--- src/rtl/tank_ctrl_pkg.sv ---
// Shared types and the stick-to-tread translation for the Ultra Tank input conditioner.
package tank_ctrl_pkg;

    localparam int unsigned DIR_UP    = 3;
    localparam int unsigned DIR_DOWN  = 2;
    localparam int unsigned DIR_LEFT  = 1;
    localparam int unsigned DIR_RIGHT = 0;

    // Conditioned request bits: dir1[3:0], dir2[7:4], fire[9:8], start[11:10], coin[12]
    localparam int unsigned NUM_IN = 13;

    typedef struct packed {
        logic fw;
        logic bk;
    } lever_t;

    typedef struct packed {
        lever_t l1;
        lever_t l2;
    } lever_pair_t;

    typedef enum logic [1:0] {
        IDLE,
        PULSE,
        GAP
    } coin_state_t;

    // Key is {U,D,L,R}; result is {1Fw,1Bk,2Fw,2Bk}, active-high
    function automatic lever_pair_t dir_to_levers(input logic [3:0] dir);
        lever_pair_t lv;
        lv = '0;
        case (dir)
            4'b1010: lv = lever_pair_t'(4'b0010);
            4'b1000: lv = lever_pair_t'(4'b1010);
            4'b1001: lv = lever_pair_t'(4'b1000);
            4'b0001: lv = lever_pair_t'(4'b1001);
            4'b0101: lv = lever_pair_t'(4'b0100);
            4'b0100: lv = lever_pair_t'(4'b0101);
            4'b0110: lv = lever_pair_t'(4'b0001);
            4'b0010: lv = lever_pair_t'(4'b0110);
            default: lv = '0;
        endcase
        return lv;
    endfunction

endpackage

--- src/rtl/tank_debounce.sv ---
// One-bit two-flop synchroniser followed by a stable-count debouncer.
module tank_debounce
    import tank_ctrl_pkg::*;
#(
    parameter int unsigned DEB_CYCLES = 12000
) (
    input  logic clk_sys,
    input  logic Reset_n,
    input  logic din,
    output logic dout
);

    localparam int unsigned CW = (DEB_CYCLES > 1) ? $clog2(DEB_CYCLES) : 1;

    logic          sync1;
    logic          sync2;
    logic          stable;
    logic [CW-1:0] cnt;

    always_ff @(posedge clk_sys or negedge Reset_n) begin
        if (!Reset_n) begin
            sync1  <= 1'b0;
            sync2  <= 1'b0;
            stable <= 1'b0;
            cnt    <= '0;
        end else begin
            sync1 <= din;
            sync2 <= sync1;
            if (sync2 == stable) begin
                cnt <= '0;
            end else if (cnt == CW'(DEB_CYCLES - 1)) begin
                stable <= sync2;
                cnt    <= '0;
            end else begin
                cnt <= cnt + 1'b1;
            end
        end
    end

    assign dout = stable;

endmodule

--- src/rtl/tank_ctrl_mapper.sv ---
// Ultra Tank input conditioner: debounce, 8-way to tread levers, coin pulse shaping.
// Optional autofire is enabled by defining TANK_CTRL_AUTOFIRE_EN.
module tank_ctrl_mapper
    import tank_ctrl_pkg::*;
#(
    parameter int unsigned DEB_CYCLES        = 12000,
    parameter int unsigned COIN_PULSE_CYCLES = 360000,
    parameter int unsigned COIN_GAP_CYCLES   = 1200000
`ifdef TANK_CTRL_AUTOFIRE_EN
    ,
    parameter int unsigned AUTOFIRE_HALF     = 600000
`endif
) (
    input  logic       clk_sys,
    input  logic       Reset_n,
    input  logic [3:0] dir1_i,
    input  logic [3:0] dir2_i,
    input  logic [1:0] fire_i,
    input  logic [1:0] start_i,
    input  logic       coin_i,
`ifdef TANK_CTRL_AUTOFIRE_EN
    input  logic [1:0] autofire_i,
`endif
    output logic [3:0] treads_a_n_o,
    output logic [3:0] treads_b_n_o,
    output logic [1:0] fire_o,
    output logic [1:0] start_n_o,
    output logic       coin_n_o
);

    localparam int unsigned CMAX = (COIN_GAP_CYCLES > COIN_PULSE_CYCLES) ?
                                   COIN_GAP_CYCLES : COIN_PULSE_CYCLES;
    localparam int unsigned CCW  = (CMAX > 1) ? $clog2(CMAX) : 1;

    logic [NUM_IN-1:0] raw;
    logic [NUM_IN-1:0] stable;
    logic [3:0]        st_dir1;
    logic [3:0]        st_dir2;
    logic [1:0]        st_fire;
    logic [1:0]        st_start;
    logic              st_coin;

    assign raw = {coin_i, start_i, fire_i, dir2_i, dir1_i};

    for (genvar g = 0; g < NUM_IN; g++) begin : g_deb
        tank_debounce #(
            .DEB_CYCLES(DEB_CYCLES)
        ) u_deb (
            .clk_sys(clk_sys),
            .Reset_n(Reset_n),
            .din    (raw[g]),
            .dout   (stable[g])
        );
    end

    assign st_dir1  = stable[3:0];
    assign st_dir2  = stable[7:4];
    assign st_fire  = stable[9:8];
    assign st_start = stable[11:10];
    assign st_coin  = stable[12];

    logic [3:0]  key1;
    logic [3:0]  key2;
    lever_pair_t lev1;
    lever_pair_t lev2;

    always_comb begin
        key1 = {st_dir1[DIR_UP], st_dir1[DIR_DOWN], st_dir1[DIR_LEFT], st_dir1[DIR_RIGHT]};
        key2 = {st_dir2[DIR_UP], st_dir2[DIR_DOWN], st_dir2[DIR_LEFT], st_dir2[DIR_RIGHT]};
        lev1 = dir_to_levers(key1);
        lev2 = dir_to_levers(key2);
    end

    always_ff @(posedge clk_sys or negedge Reset_n) begin
        if (!Reset_n) begin
            treads_a_n_o <= 4'hF;
            treads_b_n_o <= 4'hF;
            start_n_o    <= 2'b11;
        end else begin
            treads_a_n_o <= ~{lev1.l1.fw, lev1.l1.bk, lev1.l2.fw, lev1.l2.bk};
            treads_b_n_o <= ~{lev2.l1.fw, lev2.l1.bk, lev2.l2.fw, lev2.l2.bk};
            start_n_o    <= ~st_start;
        end
    end

`ifdef TANK_CTRL_AUTOFIRE_EN
    localparam int unsigned AW = (AUTOFIRE_HALF > 1) ? $clog2(AUTOFIRE_HALF) : 1;

    logic [AW-1:0] af_cnt [2];
    logic [1:0]    af_phase;

    // Phase 0 drives high, so a fresh hold starts with a full high half-period
    always_ff @(posedge clk_sys or negedge Reset_n) begin
        if (!Reset_n) begin
            for (int n = 0; n < 2; n++) begin
                af_cnt[n] <= '0;
            end
            af_phase <= '0;
            fire_o   <= '0;
        end else begin
            for (int n = 0; n < 2; n++) begin
                if (!st_fire[n]) begin
                    af_cnt[n]   <= '0;
                    af_phase[n] <= 1'b0;
                end else if (af_cnt[n] == AW'(AUTOFIRE_HALF - 1)) begin
                    af_cnt[n]   <= '0;
                    af_phase[n] <= ~af_phase[n];
                end else begin
                    af_cnt[n] <= af_cnt[n] + 1'b1;
                end
                fire_o[n] <= st_fire[n] & (~autofire_i[n] | ~af_phase[n]);
            end
        end
    end
`else
    always_ff @(posedge clk_sys or negedge Reset_n) begin
        if (!Reset_n) begin
            fire_o <= '0;
        end else begin
            fire_o <= st_fire;
        end
    end
`endif

    coin_state_t    coin_state;
    logic [CCW-1:0] coin_cnt;
    logic           coin_prev;
    logic           pending;
    logic           coin_rise;

    assign coin_rise = st_coin & ~coin_prev;

    always_ff @(posedge clk_sys or negedge Reset_n) begin
        if (!Reset_n) begin
            coin_state <= IDLE;
            coin_cnt   <= '0;
            coin_prev  <= 1'b0;
            pending    <= 1'b0;
            coin_n_o   <= 1'b1;
        end else begin
            coin_prev <= st_coin;
            unique case (coin_state)
                IDLE: begin
                    if (coin_rise) begin
                        coin_state <= PULSE;
                        coin_cnt   <= '0;
                        coin_n_o   <= 1'b0;
                    end
                end
                PULSE: begin
                    if (coin_rise) begin
                        pending <= 1'b1;
                    end
                    if (coin_cnt == CCW'(COIN_PULSE_CYCLES - 1)) begin
                        coin_state <= GAP;
                        coin_cnt   <= '0;
                        coin_n_o   <= 1'b1;
                    end else begin
                        coin_cnt <= coin_cnt + 1'b1;
                    end
                end
                GAP: begin
                    if (coin_cnt == CCW'(COIN_GAP_CYCLES - 1)) begin
                        coin_cnt <= '0;
                        // A queued press restarts the pulse without passing through idle
                        if (pending || coin_rise) begin
                            coin_state <= PULSE;
                            pending    <= 1'b0;
                            coin_n_o   <= 1'b0;
                        end else begin
                            coin_state <= IDLE;
                        end
                    end else begin
                        coin_cnt <= coin_cnt + 1'b1;
                        if (coin_rise) begin
                            pending <= 1'b1;
                        end
                    end
                end
                default: begin
                    coin_state <= IDLE;
                    coin_n_o   <= 1'b1;
                end
            endcase
        end
    end

endmodule

--- config.mk ---
export PLATFORM = sky130hd
export DESIGN_NAME = tank_ctrl_mapper
export DESIGN_NICKNAME = d
export VERILOG_FILES = /design/src/rtl/tank_ctrl_pkg.sv /design/src/rtl/tank_debounce.sv /design/src/rtl/tank_ctrl_mapper.sv
export SDC_FILE = /design/constraint.sdc
export NUM_CORES = 1
export LEC_CHECK = 0
export ABC_AREA = 1
export BUFFER_PORTS_ARGS = -buffer_cell sky130_fd_sc_hd__buf_2
export CORE_ASPECT_RATIO = 1.2
export CORE_MARGIN = 1
export CORE_UTILIZATION = 63
export DETAILED_ROUTE_END_ITERATION = 6
export PLACE_DENSITY = 0.81
export SLEW_MARGIN = 15
export SYNTH_ARGS = -nofsm -noshare
export SYNTH_HDL_FRONTEND = slang
export SYNTH_SLANG_ARGS = --single-unit
--- constraint.sdc ---
create_clock -name clk_sys -period 1.7 [get_ports clk_sys]
set_input_delay 0.255 -clock clk_sys [delete_from_list [all_inputs] [get_ports clk_sys]]
set_output_delay 0.255 -clock clk_sys [all_outputs]
set_load 0.02 [all_outputs]
==> summary.md, run 1 <==
| Metric | Value |
|---|---|
| ANT cells | 0 |
| PD cells | approximately 880 mW/mm^2 |
| Die H | 155 um |
| Clock-pin slew on the worst setup and hold paths | about 70 ps |
| Synth cell types | 45 |
| Status | complete, no violations |
| Slew HR | 75.1% |
| Post-DP HPWL | 15600 um |
| Largest net degree at the start of global routing | 57 |
| Share of cells above drive strength 1 | roughly 16% |
| Area Growth Syn to Fin | 16.5% |
| Multi-input logic area | 0.00515 mm^2 |
| Global-route wire length before repair | 39300 um |
| DIE AREA | between 0.02 and 0.025 mm^2 |
| Ports | 28 |
| Commonest non-fill, non-tap cell in the layout | dfrtp_1 |
| RSZ-0062 raised after global routing | true |
| Post-synth EDFFs | 0 |
| Synth Area in Simple Gates | 25.6% |
| Die width | between 100 and 150 um |
| Final setup viols | 0 |
| Synthesized Nets | ~1500 |
| Via density | about 5.3 |
| Routability cong. | 0.888 |
| CTS Buf Count | 26 |
| Critical Path Source Type | register |
| Initial antenna violation count | 0 |
| Xor/xnor share of the synthesized area | 3.85% |
| DRC viols | 0 |
| CTS tree | built |
| Hold Crit Class | in2async |
| Maximum VDD drop | 0.000813 V |
| FP Rows | 55 |
| Minimum hold slack | 195 ps |
| Clk_skew | 12.0 ps |
| Share of the synthesized area in the top cell type | 50.6% |
| Crit end category | register |
| Placement-stage cell area | 0.0129 mm^2 |
| Dominant cells by area after synthesis | dfrtp_1 (51%), nand2_1 (6.8%), inv_1 (6.5%) |
| Vias in the first global route | just over 9000 |
| Starting Density | approximately 65% |
| Starting DRT DRC Count | between 400 and 500 |
| Detailed-route wire length per cell | 12.7 um |
| Post-Route WL | roughly 23000 um |
| Highest clock rate | 0.604 GHz |
| CORE AREA | 0.0190 mm^2 |
| Final period util | between 90% and 100% |
| Overall power | 12.6 mW |
| H-tree depth | 1 |
| CP required | 2110 ps |
| Synth Flop Type | dfrtp_1 |
| Drt pass-1 iters | 7 |
| Nets | 1556 |
| Mux cell area share after synthesis | 1.10% |
| Synth area leader | dfrtp_1 |
| Post-route ant nets | 0 |
| Commonest non-fill, non-tap cells in the layout | dfrtp_1 (248), nand2_1 (213), inv_1 (207), nor2_1 (175), a21oi_1 (83) |
| Root Buffer | clkbuf_16 |
| Netlist Area Pre-Place | 0.0123 mm^2 |
| Worst EP arrival | 2070 ps |
| Actual slew at the worst max-slew pin | roughly 370 ps |
| Synth Area per Inst | 8.64 um^2 |
| Worst skew pair latency | 530 ps |
| Final Slew Violations | 0 |
| Min Clock Period, post-route | 1650 ps |
| Adder-Cell Fraction of Synth Area | 1.83% |
| Global route overflow | 0 |
| FF/Latch Area | 0.00649 mm^2 |
| Fin. Hold Viols | 0 |
| Max_cap viols | 0 |
| Largest family of logic cells by synthesized area | simple AND/OR/NAND/NOR gates |
| Critical path peak fanout | 5 |
| Sequential-to-total area share from yosys stat | approximately 53% |
| Filler instances | 1342 |
| Crit Path Class | reg2reg |
| Post-synthesis compound-gate area fraction | 7.64% |
| Tot GR Track Use | 23.5% |
| Clock sink total | 259 |
| Synth async-reset ratio | 100% |
| Max Root-Sink Buffers | 3 |
| Cells after Synth | 1421 |
| Synthesis-stage register bit count | 259 |
| Leakage | 6.60 nW |
| IO Port Bufs | 27 |
| Yosys warning count | 0 |
| Non-Filler Cell Area, Final | 0.0143 mm^2 |
| Via count | 9591 |
## kinds of logic (layout without fill, tap and decap cells)
group | Yosys count | after routing
XOR/XNOR | 54 | 54
buffers and inverters | 223 | 345
adder cells (fa/ha/maj) | 18 | 18
AO/OA/AOI/OAI | 177 | 177
flip-flops | 259 | 259
multiplexers | 12 | 12
AND/OR/NAND/NOR | 678 | 678
## registers in the layout (all words and copies together), names as in the netlist
signal             cells
g_deb.u_deb.cnt      182
coin_cnt              21
g_deb.u_deb.dout      13
g_deb.u_deb.sync1     13
g_deb.u_deb.sync2     13
treads_a_n_o           4
treads_b_n_o           4
coin_state             2
fire_o                 2
start_n_o              2
coin_n_o               1
coin_prev              1
pending                1
## area by class of cell
cell class,count,share of cell area (%)
flip-flops and latches,259,45.4
clock inverters,8,0.700
well taps,256,2.24
repair buffers,75,4.13
multi-input cells,939,36.0
repair inverters,1,0.0613
inverters,221,5.98
clock buffers,40,5.42
## synth_stat cells, types with 6 or more instances
cell,number
inv_1,211
nor2_1,189
nand2_1,221
nor2_2,27
a21oi_1,83
nor3_1,65
o21ai_0,66
dfrtp_1,248
mux2_2,12
dfstp_2,11
xor2_1,39
xnor2_1,15
nand4_1,28
ha_1,18
inv_2,8
o21ai_1,7
nand2_4,7
nand2_2,9
a31oi_1,6
nor4_1,6
nand3_1,89
nor3b_1,14
## layer usage
| layer | routed length (um) | vias to the layer above | part of all wire, % | global-route usage [%] |
|---|---|---|---|---|
| met5 | 0 | - | 0 | 0 |
| met1 | 9910 | 4612 | 43 | 29.1 |
| met4 | 426 | 0 | 1.9 | 7.36 |
| li1 | - | 4789 | - | - |
| met2 | 11800 | 149 | 52 | 42.3 |
| met3 | 756 | 41 | 3.3 | 3.51 |
## final timing paths
check | from | to | slack, ps | cells past startpoint
worst max register to register | g_deb[6].u_deb.cnt[2]$_DFF_PN0_ | g_deb[6].u_deb.cnt[11]$_DFF_PN0_ | 50 | 7
worst max-delay path | g_deb[6].u_deb.cnt[2]$_DFF_PN0_ | g_deb[6].u_deb.cnt[11]$_DFF_PN0_ | 50 | 7
min in group clk_sys | g_deb[6].u_deb.sync1$_DFF_PN0_ | g_deb[6].u_deb.sync2$_DFF_PN0_ | 340 | 0
worst min-delay path | Reset_n | g_deb[10].u_deb.cnt[5]$_DFF_PN0_ | 190 | 2
max in group asynchronous | Reset_n | coin_cnt[12]$_DFFE_PN0P_ | 790 | 3
worst min register to register | g_deb[6].u_deb.sync1$_DFF_PN0_ | g_deb[6].u_deb.sync2$_DFF_PN0_ | 340 | 0
## through the flow
| stage | instances | setup WS [ps] | util (%) | TNS, ps |
|---|---|---|---|---|
| 6_report | 1799 | 45.1 | 75.3 | 0 |
| 5_1_grt | 1799 | -53.9 | 75.3 | -343 |
| 4_1_cts | 1787 | 7.55 | 73.5 | 0 |
| 3_5_place_dp | 1725 | 32.5 | 68.1 | 0 |
| 3_3_place_gp | 1725 | 100 | 68.1 | 0 |
| 2_1_floorplan | 1421 | 194 | - | 0 |
## critical path, cell delays in order (launching register included)
cell     delay, ps
dfrtp_1        410
nand3_1        190
nor2_2         190
nand2_1        110
nor2_2         220
nand4_1        200
nor2_1         160
nor3b_1         60
## power by group
group	internal, mW	switching [mW]	total (mW)
clock network	3.44	2.29	5.73
registers	6.27	0.0741	6.35
logic	0.183	0.295	0.478
## what timing repair did
action,4_1_cts,5_1_grt
setup endpoints to repair,1,89
gates resized for setup,1,67
gates cloned,0,1
pin swaps,0,12
buffers inserted,0,11
hold endpoints to repair,232,0
hold buffers,14,0
Note: power is estimated with default switching activity, not from simulation.
==> run 2: changes to the inputs <==
--- a/config.mk
+++ b/config.mk
@@ -7,8 +7,9 @@
 export LEC_CHECK = 0
 export ABC_AREA = 1
 export BUFFER_PORTS_ARGS = -buffer_cell sky130_fd_sc_hd__buf_2
+export CAP_MARGIN = 15
 export CORE_ASPECT_RATIO = 1.2
-export CORE_MARGIN = 1
+export CORE_MARGIN = 2
 export CORE_UTILIZATION = 63
 export DETAILED_ROUTE_END_ITERATION = 6
 export PLACE_DENSITY = 0.81
==> constraint.sdc (replaced) <==
create_clock -name clk_sys -period 1.6 [get_ports clk_sys]
set_input_delay 0.24 -clock clk_sys [delete_from_list [all_inputs] [get_ports clk_sys]]
set_output_delay 0.24 -clock clk_sys [all_outputs]
set_load 0.02 [all_outputs]
==> summary.md, run 2 (same netlist as run 1, synthesis figures left out) <==
| Metric | Value |
|---|---|
| FP Rows | 55 |
| Highest metal used | met4 |
| Slowest stage cell on the critical path | dfrtp_1 |
| Internal | 11.1 mW |
| Largest net degree at the start of global routing | 57 |
| Failing checks | setup timing |
| Worst path cell trace | nand2_1 -> nor3_1 -> nand2_1 -> nor2_1 -> xor2_1 -> nand2_1 -> nand2_1 |
| Clk_skew | 15.7 ps |
| CORE AREA | approximately 0.019 mm^2 |
| CTS tree | built |
| Initial antenna violation count | 0 |
| Die H | 157 um |
| Root Buffer | clkbuf_16 |
| Sw Ratio | 21.1% |
| Routed met2 length | 13700 um |
| R2R Path End | coin_cnt[19]$_DFFE_PN0P_ |
| Seq pwr share | 48.0% |
| H-tree depth | 1 |
| Maximum VDD drop | 0.000964 V |
| Status | complete, but fails checks |
| Share of cells above drive strength 1 | 21.6% |
| Vias in the first global route | 9708 |
| Highest clock rate | 0.618 GHz |
| Logic pwr share | 4.1% |
| DIE AREA | about 0.021 mm^2 |
| Net switching power | 2.97 mW |
| Area Growth Syn to Fin | 22.4% |
| Post-route ant nets | 0 |
| RSZ-0062 raised after global routing | true |
| Global route overflow | 0 |
| Hold Crit Class | in2async |
| Final TNS setup | -17.4 ps |
| Actual slew at the worst max-slew pin | 489 ps |
| Final period util | 101% |
| Max FFs per register | 182 |
| CP required | between 2000 and 2500 ps |
| Commonest non-fill, non-tap cells in the layout | dfrtp_1 (244), nand2_1 (202), inv_1 (200), nor2_1 (169), a21oi_1 (83) |
| Met3 WL | approximately 1000 um |
| Via density | between 5 and 6 |
| Clock-pin slew on the worst setup and hold paths | 70 ps |
| Worst R2R Setup Slack | -20 ps |
| Final core utilization | 79.1% |
| Global-route wire length before repair | 41700 um |
| Overall power | 14.1 mW |
| CTS Buf Count | 27 |
| Crit path buf inv count | 0 |
| Final setup margin | -17.4 ps |
| Final setup viols | 1 |
| Slew HR | between 60% and 70% |
| Crit Path Class | reg2reg |
| Post-Route WL | around 26000 um |
| Post-route insts no fill | ~1800 |
| Starting DRT DRC Count | 545 |
| Critical path peak fanout | 4 |
| Biggest register | g_deb.u_deb.cnt |
| Tot GR Track Use | 23.7% |
| Met1 wire length | 10800 um |
| Top delay family on crit path | simple AND/OR/NAND/NOR gates |
| Critical R2R Launch | coin_cnt[15]$_DFFE_PN0P_ |
| Leakage | 6.89 nW |
| Min Clock Period, post-route | 1620 ps |
| IO Port Bufs | 27 |
| Max_cap viols | 0 |
| Commonest non-fill, non-tap cell in the layout | dfrtp_1 |
| ANT cells | 0 |
| PD cells | 937 mW/mm^2 |
| Nets | 1601 |
| Critical Path Source Type | register |
| Fin. Hold Viols | 0 |
| Max Root-Sink Buffers | 3 |
| Crit end category | register |
| Detailed-route wire length per cell | 14.2 um |
| Max incr delay on CP | 450 ps |
| Clock share of power | 47.9% |
| Worst reg2reg path depth | 7 |
| Die width | 131 um |
| Worst EP arrival | 2080 ps |
| Starting Density | between 60% and 70% |
| DP Cell Count | 1740 |
| Filler instances | 1179 |
| Drt pass-1 iters | 5 |
| Routability cong. | 0.853 |
| Final Slew Violations | 0 |
| DRC viols | 0 |
| Ports | 28 |
| Via count | 10100 |
| Largest regs | g_deb.u_deb.cnt x182, coin_cnt x21 |
| Clock sink total | between 200 and 300 |
| Post-DP HPWL | ~16000 um |
| Critical path's most frequent cell | nand2_1 |
| Worst skew pair latency | 530 ps |
## run 2: per-layer routing
metal / track usage [%] / vias to the layer above
li1: - / 4893
met1: 29.4 / 4871
met2: 43.5 / 239
met3: 3.25 / 65
met4: 7.04 / 0
met5: 0 / -
## run 2: final cells by class
cell class	count	area [um^2]	share of cell area, %
Tap cell	256	320	2.13
Sequential cell	259	6500	43.3
Inverter	221	855	5.69
Clock buffer	34	732	4.87
Clock inverter	15	236	1.57
Timing Repair Buffer	119	925	6.15
Multi-Input combinational cell	939	5440	36.2
Timing Repair inverter	1	16.3	0.108
## run 2: per-stage QoR
stage / area, um^2 / setup slack [ps] / hold slack [ps]
floorplan: 12300 / 94.4 / -55.6
global placement: 13100 / 28.7 / 158
detailed placement: 13100 / -29.0 / 158
CTS: 14300 / 0.277 / 199
global route: 15000 / -135 / 233
finish: 15000 / -17.4 / 200
## run 2: worst max-delay path by stage
stage	startpoint	to	slack [ps]	cells past startpoint
after floorplan	coin_state[0]$_DFFE_PN0P_	coin_cnt[15]$_DFFE_PN0P_	90	10
after global placement	g_deb[9].u_deb.cnt[0]$_DFF_PN0_	g_deb[9].u_deb.cnt[10]$_DFF_PN0_	30	8
after detailed placement	g_deb[6].u_deb.cnt[0]$_DFF_PN0_	g_deb[6].u_deb.cnt[10]$_DFF_PN0_	-30	8
after CTS	g_deb[9].u_deb.cnt[0]$_DFF_PN0_	g_deb[9].u_deb.cnt[10]$_DFF_PN0_	0.3	8
after global routing	coin_cnt[15]$_DFFE_PN0P_	coin_cnt[19]$_DFFE_PN0P_	-130	7
final	coin_cnt[15]$_DFFE_PN0P_	coin_cnt[19]$_DFFE_PN0P_	-20	7
## run 2: worst reg2reg max path: stages (launching register included)
cell and delay (ps):
dfrtp_1 450, nand2_1 200, nor3_1 280, nand2_1 100, nor2_1 180, xor2_1 190
nand2_1 90, nand2_1 70
## run 2: what timing repair did
action,4_1_cts,5_1_grt
endpoints found under the hold margin,241,0
pin swaps,5,43
cloned,0,1
buffers inserted,8,32
endpoints found under the setup margin,22,127
hold buffers,14,0
resized for setup,20,133
## run 2: power groups by stage
| stage | clock network, mW | logic (mW) | registers, mW |
|---|---|---|---|
| finish | 6.74 | 0.572 | 6.76 |
| global route | 7.13 | 0.661 | 6.77 |
| CTS | 6.84 | 0.518 | 6.74 |
| detailed placement | 0 | 0.473 | 6.86 |
| global placement | 0 | 0.454 | 6.85 |
| floorplan | 0 | 0.217 | 6.84 |
